--- src/rtl/timer_pkg.sv ---
// ---------------------------------------------------------------------------
// timer_pkg
// Shared definitions for the 8-bit APB timer: counter width, wrap boundary
// and the counter value type used by the timer blocks.
// ---------------------------------------------------------------------------
package timer_pkg;

  localparam int TIMER_WIDTH = 8;

  typedef logic [TIMER_WIDTH-1:0] count_t;

  localparam count_t TIMER_MAX = 8'hFF;

endpackage : timer_pkg

--- src/rtl/comparator_if.sv ---
// ---------------------------------------------------------------------------
// comparator_if
// Bundle between the timer counter / status register and the wrap detector.
//   COUNT_IN    counter value presented each PCLK           (master -> slave)
//   LAST_COUNT  COUNT_IN sampled at the previous edge       (slave -> master)
//   flag_ovf    one-cycle pulse on a MAX_VAL -> 0 wrap      (slave -> master)
//   flag_udf    one-cycle pulse on a 0 -> MAX_VAL wrap      (slave -> master)
// Optional, only when COMPARATOR_STICKY_EN is defined:
//   sticky_clr  clears both sticky bits at an edge          (master -> slave)
//   ovf_sticky  set by an overflow, held until cleared      (slave -> master)
//   udf_sticky  set by an underflow, held until cleared     (slave -> master)
// ---------------------------------------------------------------------------
interface comparator_if
  import timer_pkg::*;
#(
  parameter int WIDTH = TIMER_WIDTH
);

  logic [WIDTH-1:0] COUNT_IN;
  logic [WIDTH-1:0] LAST_COUNT;
  logic             flag_ovf;
  logic             flag_udf;
`ifdef COMPARATOR_STICKY_EN
  logic             sticky_clr;
  logic             ovf_sticky;
  logic             udf_sticky;
`endif

`ifdef COMPARATOR_STICKY_EN
  modport master (
    output COUNT_IN, sticky_clr,
    input  LAST_COUNT, flag_ovf, flag_udf, ovf_sticky, udf_sticky
  );

  modport slave (
    input  COUNT_IN, sticky_clr,
    output LAST_COUNT, flag_ovf, flag_udf, ovf_sticky, udf_sticky
  );
`else
  modport master (
    output COUNT_IN,
    input  LAST_COUNT, flag_ovf, flag_udf
  );

  modport slave (
    input  COUNT_IN,
    output LAST_COUNT, flag_ovf, flag_udf
  );
`endif

endinterface : comparator_if

--- src/rtl/comparator_wrap_detect.sv ---
// ---------------------------------------------------------------------------
// wrap_detect
// Purely combinational boundary-pair detector for the timer counter.
//   prev     previous counter sample
//   curr     current counter value
//   ovf_hit  prev == MAX_VAL and curr == 0       (up-count wrap)
//   udf_hit  prev == 0       and curr == MAX_VAL (down-count wrap)
// Only exact boundary pairs count; any other jump (FE->01, 7F->80) is ignored.
// The two hits are mutually exclusive because 0 != MAX_VAL for WIDTH >= 1.
// ---------------------------------------------------------------------------
module wrap_detect #(
  parameter int               WIDTH   = 8,
  parameter logic [WIDTH-1:0] MAX_VAL = {WIDTH{1'b1}}
) (
  input  logic [WIDTH-1:0] prev,
  input  logic [WIDTH-1:0] curr,
  output logic             ovf_hit,
  output logic             udf_hit
);

  localparam logic [WIDTH-1:0] ZERO = '0;

  always_comb begin
    // NOTE: every output gets a default first so no path can leave it
    // unassigned, which would otherwise infer a latch.
    ovf_hit = 1'b0;
    udf_hit = 1'b0;
    if ((prev == MAX_VAL) && (curr == ZERO)) ovf_hit = 1'b1;
    if ((prev == ZERO) && (curr == MAX_VAL)) udf_hit = 1'b1;
  end

endmodule : wrap_detect

--- src/rtl/comparator.sv ---
// ---------------------------------------------------------------------------
// comparator
// Wrap detector for the 8-bit APB timer counter. Samples COUNT_IN each PCLK,
// keeps the previous sample and pulses flag_ovf on a MAX_VAL->0 wrap or
// flag_udf on a 0->MAX_VAL wrap, for one cycle.
//   PCLK    system clock, all logic on the rising edge
//   PRESET  synchronous active-high reset
//   bus     comparator_if.slave: COUNT_IN in; LAST_COUNT, flag_ovf,
//           flag_udf out (plus sticky_clr / ovf_sticky / udf_sticky)
// Optional feature macro: COMPARATOR_STICKY_EN adds sticky status bits that
// hold a seen wrap until sticky_clr (clear wins over a same-cycle set).
// ---------------------------------------------------------------------------
module comparator
  import timer_pkg::*;
#(
  parameter int               WIDTH   = TIMER_WIDTH,
  parameter logic [WIDTH-1:0] MAX_VAL = {WIDTH{1'b1}}
) (
  input  logic         PCLK,
  input  logic         PRESET,
  comparator_if.slave  bus
);

  logic [WIDTH-1:0] last_count_q;
  logic             flag_ovf_q;
  logic             flag_udf_q;
  // Set after the first sample following reset. Until then last_count_q
  // holds the reset value 0 rather than a real sample, so a leading FF must
  // not be taken as a 0->FF underflow.
  logic             primed_q;
  logic             ovf_hit;
  logic             udf_hit;

  wrap_detect #(
    .WIDTH   (WIDTH),
    .MAX_VAL (MAX_VAL)
  ) u_wrap_detect (
    .prev    (last_count_q),
    .curr    (bus.COUNT_IN),
    .ovf_hit (ovf_hit),
    .udf_hit (udf_hit)
  );

  always_ff @(posedge PCLK) begin
    // NOTE: sequential state uses non-blocking assignments so every register
    // sees the pre-edge values of the others, regardless of statement order.
    if (PRESET) begin
      last_count_q <= '0;
      flag_ovf_q   <= 1'b0;
      flag_udf_q   <= 1'b0;
      primed_q     <= 1'b0;
    end else begin
      last_count_q <= bus.COUNT_IN;
      flag_ovf_q   <= primed_q & ovf_hit;
      flag_udf_q   <= primed_q & udf_hit;
      primed_q     <= 1'b1;
    end
  end

  assign bus.LAST_COUNT = last_count_q;
  assign bus.flag_ovf   = flag_ovf_q;
  assign bus.flag_udf   = flag_udf_q;

`ifdef COMPARATOR_STICKY_EN
  logic ovf_sticky_q;
  logic udf_sticky_q;

  // Stickies latch the same condition that registers the pulse, so they rise
  // together with the flag and then hold.
  always_ff @(posedge PCLK) begin
    if (PRESET || bus.sticky_clr) begin
      ovf_sticky_q <= 1'b0;
      udf_sticky_q <= 1'b0;
    end else begin
      ovf_sticky_q <= ovf_sticky_q | (primed_q & ovf_hit);
      udf_sticky_q <= udf_sticky_q | (primed_q & udf_hit);
    end
  end

  assign bus.ovf_sticky = ovf_sticky_q;
  assign bus.udf_sticky = udf_sticky_q;
`endif

endmodule : comparator

--- src/flat_wrapper.sv ---
// flat-port wrapper written by rule: the top's interface ports become plain ports
module comparator_flat import timer_pkg::*;
#(
  parameter int               WIDTH   = TIMER_WIDTH,
  parameter logic [WIDTH-1:0] MAX_VAL = {WIDTH{1'b1}}
)
  (PCLK, PRESET, bus_COUNT_IN, bus_LAST_COUNT, bus_flag_ovf, bus_flag_udf);
  comparator_if #(.WIDTH(WIDTH)) bus_i ();
  input  logic PCLK;
  input  logic PRESET;
  input wire logic [$bits(bus_i.COUNT_IN)-1:0] bus_COUNT_IN;
  output wire logic [$bits(bus_i.LAST_COUNT)-1:0] bus_LAST_COUNT;
  output wire logic [$bits(bus_i.flag_ovf)-1:0] bus_flag_ovf;
  output wire logic [$bits(bus_i.flag_udf)-1:0] bus_flag_udf;
  assign bus_i.COUNT_IN = bus_COUNT_IN;
  assign bus_LAST_COUNT = bus_i.LAST_COUNT;
  assign bus_flag_ovf = bus_i.flag_ovf;
  assign bus_flag_udf = bus_i.flag_udf;
  comparator #(.WIDTH(WIDTH), .MAX_VAL(MAX_VAL)) u_core (.PCLK(PCLK), .PRESET(PRESET), .bus(bus_i));
endmodule
--- config.mk ---
export PLATFORM = sky130hd
export DESIGN_NAME = comparator_flat
export DESIGN_NICKNAME = d
export VERILOG_FILES = /design/src/rtl/timer_pkg.sv /design/src/rtl/comparator_if.sv /design/src/rtl/comparator_wrap_detect.sv /design/src/rtl/comparator.sv /design/src/flat_wrapper.sv
export SDC_FILE = /design/constraint.sdc
export NUM_CORES = 1
export LEC_CHECK = 0
export CAP_MARGIN = 20
export CORE_AREA = 4 4 41 43
export DETAILED_ROUTE_END_ITERATION = 6
export DIE_AREA = 0 0 45 47
export DONT_BUFFER_PORTS = 1
export PLACE_DENSITY_LB_ADDON = 0.3
export SYNTH_ARGS = -nofsm -noshare
export SYNTH_HDL_FRONTEND = slang
export SYNTH_SLANG_ARGS = --single-unit
--- constraint.sdc ---
create_clock -name PCLK -period 1.1 [get_ports PCLK]
set_input_delay 0.11 -clock PCLK [delete_from_list [all_inputs] [get_ports PCLK]]
set_output_delay 0.11 -clock PCLK [all_outputs]
set_load 0.05 [all_outputs]
==> results of run 1 <==
==> placed cells by master, fill, tap and decap left out, types with 2 or more instances in the layout <==
cell and n:
dfxtp_1 3, dlygate4sd3_1 8, nor2b_1 8, buf_4 8
dfxtp_4 6, nor4b_1 2, dfxtp_2 2, nand4_1 3
clkbuf_4 3, nand2_1 2
==> flip-flops by register name, summed over array words and instances, names as in the netlist <==
signal                 flops
u_core.bus.LAST_COUNT      8
u_core.bus.flag_ovf        1
u_core.bus.flag_udf        1
u_core.primed_q            1
==> synth_stat cells (all sizes together) <==
library cell / number
nor2b: 8
nor4: 2
or3: 1
nand4: 3
nand4b: 1
nor3: 1
nand2: 2
or4: 1
dfxtp: 11
nor4b: 2
inv: 1
==> path summary, 6_finish.rpt <==
kind	startpoint	to	cells after the start
max reg2reg	u_core.bus.LAST_COUNT[1]	u_core.bus.flag_udf	2
max	u_core.bus.LAST_COUNT[1]	u_core.bus.flag_udf	2
min reg2reg	u_core.bus.LAST_COUNT[3]	u_core.bus.flag_ovf	2
min	bus_COUNT_IN[1]	u_core.bus.flag_udf	2
==> cell type report <==
type | instances | area [um^2]
inverter | 1 | 3.75
timing repair buffer | 17 | 153
sequential | 11 | 245
tap | 15 | 18.8
multi-input combinational | 21 | 144
fill | 127 | 711
clock buffer | 4 | 26.3
==> power by group through the flow <==
stage / registers [W] / clock network [W] / logic [W]
2_1_floorplan: 0.000486 / 0 / 0.0000227
3_3_place_gp: 0.000430 / 0 / 0.000106
3_5_place_dp: 0.000432 / 0 / 0.000108
4_1_cts: 0.000423 / 0.000267 / 0.000134
5_1_grt: 0.000425 / 0.000290 / 0.000142
6_report: 0.000422 / 0.000270 / 0.000136
==> what timing repair did <==
| action | CTS | global route |
|---|---|---|
| gates resized for setup | 0 | 1 |
| hold endpoints to repair | 10 | 1 |
| hold buffers | 8 | 1 |
| endpoints found under the setup margin | 0 | 1 |
==> stage by stage <==
step / hold slack, ps / TNS (ps) / total power, W / cell area (um^2)
2_1_floorplan: 167 / -24.7 / 0.000509 / 393
3_3_place_gp: 168 / 0 / 0.000536 / 472
3_5_place_dp: 170 / 0 / 0.000539 / 472
4_1_cts: 6.73 / 0 / 0.000824 / 578
5_1_grt: 7.36 / 0 / 0.000857 / 591
6_report: 7.01 / 0 / 0.000828 / 591
==> routing by layer <==
metal  up-vias  part of all wire [%]  track usage [%]
met1       143                    37             9.49
met5         -                     0                0
met3         2                    10             4.60
li1        166                     -                -
met2        12                    51             18.1
met4         0                  0.98             3.51
==> logic make-up (layout without fill, tap and decap cells) <==
kind of cell           count (synthesis)  count (layout)  synth area share [%]
and+or+nand+nor                       21              21                  39.1
DFF                                   11              11                  59.9
buffers and inverters                  1              22                  1.02
==> summary.md, run 1 <==
| Metric | Value |
|---|---|
| TritonCTS clock tree | `yes` |
| CTS sink cnt | `11` |
| Drt wl/cell | `between 10 and 15 um` |
| Slew Limit Fails | `0` |
| Final Skew | `~1.3 ps` |
| Die area | `about 0.0021 mm^2` |
| Post-CTS setup repair buffer count | `0` |
| Psw | `around 0.00022 W` |
| Fmax | `slightly above 900 MHz` |
| Core area | `0.00130 mm^2` |
| Overall routing resource usage | `9.78%` |
| Synth Instances | `33` |
| PortBufs | `0` |
| DRT Wirelength | `about 920 um` |
| Routed vias | `between 300 and 400` |
| Root Buffer | `clkbuf_4` |
| CTS H-tree lvls | `1` |
| CP cell instances | `or4_4 -> nor4_2` |
| Synth area leader | `dfxtp_1` |
| Max-cap violations | `0` |
| Die Width | `~45 um` |
| CP max-delay cell | `or4_4` |
| Cts bufs inserted | `3` |
| Status | `finished, final reports clean` |
| Post-place setup slack | `approximately 36 ps` |
| Register area share after synthesis | `59.9%` |
| Reg power frac | `approximately half` |
| Initial antenna violation count | `0` |
| Clk buf depth | `2` |
| Ant. Diodes | `0` |
| Pin count of the biggest net entering global routing | `10` |
| Net switching share of the total power | `between 20% and 30%` |
| Leakage | `0.230 nW` |
| Final min period | `1070 ps` |
| Post-Syn Area | `roughly 370 um^2` |
| Placed cells | `56` |
| Slew @ Worst Pin | `483 ps` |
| Area contributors post-synth | `dfxtp_1, nor2b_1, nand4_1` |
| Later-pin clock latency in the skew report | `about 260 ps` |
| Gp weighted congestion | `about 0.65` |
| CP Capture Type | `flop` |
| CTS clk-pin slew, worst paths | `70 ps` |
| Cell variety after synth | `12` |
| DRC Markers | `0` |
| First-pass GRT wire length | `between 1000 and 1500 um` |
| Routed Antenna Nets | `0` |
| Chip Height | `approximately 47 um` |
| Final period util | `a little over nine tenths` |
| Non-filler cells, final | `69` |
| Hold Path Class | `input port to flop` |
| VDD IR max | `roughly 0.72 mV` |
| Power per cell area | `between 1000 and 1500 mW/mm^2` |
| Clock power frac | `32.6%` |
| Syn Area/Cell | `11.1 um^2` |
| Critical path startpoint category | `flop` |
| Layout cells sized above 1 | `about 39%` |
| Final core occ | `between 40% and 50%` |
| Combinational share of power | `between 15 and 20%` |
| Post-synth top area share | `59.9%` |
| Layout Nets | `65` |
| Delay-heaviest family, CP | `simple AND/OR/NAND/NOR gates` |
| Reg-to-reg slack, setup | `around 28 ps` |
| Avg Vias per Cell | `4.68` |
| Num rows | `13` |
| Crit path max fanout | `2` |
| Ports | `20` |
| Final WS setup | `around 28 ps` |
| Syn. warnings | `0` |
| Slew headroom | `about 68%` |
| Number of global-route vias before repair | `350` |
| #FFs+latches synth | `11` |
| RSZ-0062 raised after global routing | `false` |
| WP data required | `around 1300 ps` |
| GRT overflow | `0` |
| Crit path buf inv count | `0` |
| Critical path class | `flop to flop` |
| Worst path arrival time | `roughly 1300 ps` |
| CP peak stage delay | `roughly 530 ps` |
| P_int | `between 0.0006 and 0.0007 W` |
| Area growth syn-to-layout | `60.5%` |
| Drt initial violations | `4` |
| Pre-antenna DRT Iters | `2` |
| Initial core utilization | `~28%` |
| Setup Viol. Count Final | `0` |
| Fin. Hold Viols | `0` |
| Post-synth net total | `43` |
Note: power is estimated with default switching activity, not from simulation.
==> run 2: changes to the inputs <==
CTS_BUF_LIST = sky130_fd_sc_hd__clkbuf_16   (was not set)
==> summary.md, run 2 (synthesized netlist as in run 1, its figures left out) <==
| Metric | Value |
|---|---|
| Core area | `0.00130 mm^2` |
| Fin. Hold Viols | `0` |
| Final Skew | `0.900 ps` |
| Layout cells sized above 1 | `43.8%` |
| Most frequent cells in the layout | `nor2b_1, buf_4, dfxtp_4` |
| Overall routing resource usage | `10.5%` |
| DRC Markers | `0` |
| Num rows | `13` |
| Worst reg-to-reg path cell count | `2` |
| Routed vias | `~310` |
| Final min period | `approximately 1100 ps` |
| CTS H-tree lvls | `1` |
| Fmax | `938 MHz` |
| RSZ-0062 raised after global routing | `false` |
| Slew headroom | `slightly below 70%` |
| Slew Limit Fails | `0` |
| Post-CTS setup repair buffer count | `0` |
| DRT Wirelength | `roughly 940 um` |
| CP Capture Type | `flop` |
| Layout Nets | `between 50 and 60` |
| Worst Hold End | `u_core.bus.LAST_COUNT[3]` |
| Die area | `around 0.0021 mm^2` |
| WP data required | `1250 ps` |
| Chip Height | `between 40 and 50 um` |
| Die Width | `approximately 45 um` |
| First-pass GRT wire length | `between 1000 and 1500 um` |
| Critical path class | `flop to flop` |
| Hold Path Class | `input port to flop` |
| GRT overflow | `0` |
| Reg-to-reg slack, setup | `~34 ps` |
| Fill cells | `129` |
| Cts bufs inserted | `3` |
| Gp weighted congestion | `0.653` |
| Ant. Diodes | `0` |
| Sequential Area | `roughly 250 um^2` |
| PortBufs | `0` |
| PnR Total Power | `between 0.001 and 0.0015 W` |
| Status | `finished, final reports clean` |
| Area growth syn-to-layout | `58.5%` |
| Pin count of the biggest net entering global routing | `9` |
| Slew @ Worst Pin | `482 ps` |
| Leakage | `0.232 nW` |
| CTS sink cnt | `11` |
| Power per cell area | `between 2000 and 2500 mW/mm^2` |
| Later-pin clock latency in the skew report | `240 ps` |
| Drt initial violations | `3` |
| Number of global-route vias before repair | `between 300 and 400` |
| RR Endpoint | `u_core.bus.flag_udf` |
| Multi-input logic area | `about 140 um^2` |
| Avg Vias per Cell | `slightly below 5` |
| Drt wl/cell | `between 10 and 15 um` |
| Initial core utilization | `28.3%` |
| CTS clk-pin slew, worst paths | `roughly 40 ps` |
| Crit path max fanout | `2` |
| Max-cap violations | `0` |
| Setup Viol. Count Final | `0` |
| Setup TNS | `0 ps` |
| WHS | `just over 8 ps` |
| Max FFs per register | `8` |
| Root Buffer | `clkbuf_16` |
| Ports | `20` |
| Final period util | `between 90% and 100%` |
| Reg2Reg Launch Point | `u_core.bus.LAST_COUNT[1]` |
| Pre-antenna DRT Iters | `4` |
| Min-Delay Path Depth | `1` |
| Critical path startpoint category | `flop` |
| Clk buf depth | `2` |
| Routed Antenna Nets | `0` |
| Initial antenna violation count | `0` |
| TritonCTS clock tree | `yes` |
| Worst path arrival time | `between 1000 and 1500 ps` |
| VDD IR max | `0.966 mV` |
| Hold_sp | `bus_COUNT_IN[3]` |
-- run 2: worst max path at each step --
| stage | startpoint | endpoint | slack [ps] | cells after the start |
|---|---|---|---|---|
| finish | u_core.bus.LAST_COUNT[1] | u_core.bus.flag_udf | 30 | 2 |
| CTS | PRESET | u_core.bus.flag_udf | 5 | 4 |
| global route | u_core.bus.LAST_COUNT[1] | u_core.bus.flag_udf | 10 | 2 |
| detailed placement | u_core.bus.LAST_COUNT[1] | u_core.bus.flag_udf | 40 | 2 |
| global placement | u_core.bus.LAST_COUNT[1] | u_core.bus.flag_udf | 50 | 2 |
| floorplan | u_core.bus.LAST_COUNT[1] | u_core.bus.flag_udf | -20 | 2 |
-- run 2: routing by layer --
metal,share of wire [%],GRT usage (%),up-vias
li1,-,-,154
met1,33,9.24,138
met2,53,16.9,21
met3,14,7.66,0
met4,0,7.02,0
met5,0,0,-
-- run 2: power by group --
| group | switching (W) | leakage [nW] | internal, W |
|---|---|---|---|
| logic | 0.0000758 | 0.0947 | 0.0000439 |
| clock network | 0.000167 | 0.0423 | 0.000476 |
| registers | 0.0000121 | 0.0952 | 0.000413 |
-- run 2: layout make-up --
| class | count | area share (%) |
|---|---|---|
| flip-flops and latches | 11 | 42.1 |
| clock inverters | 1 | 0.644 |
| clock buffers | 3 | 12.9 |
| inverters | 1 | 0.644 |
| well taps | 15 | 3.22 |
| repair buffers | 11 | 15.9 |
| multi-input cells | 21 | 24.7 |
-- run 2: through the flow --
step / cells / cell area (um^2) / setup slack [ps] / utilization [%]
floorplan: 33 / 393 / -24.7 / -
global placement: 56 / 472 / 51.9 / 36.3
detailed placement: 56 / 472 / 35.6 / 36.3
CTS: 62 / 571 / 5.05 / 43.8
global route: 63 / 583 / 13.4 / 44.8
finish: 63 / 583 / 34.1 / 44.8
-- run 2: worst max-delay path: stages (launching register included) --
cell	delay, ps
dfxtp_4	330
or4_4	520
nor4_2	130
-- run 2: what timing repair did --
action	in CTS	in global routing
resized for setup	0	1
setup endpoints to repair	0	1
hold buffers	2	1
hold endpoints to repair	9	1
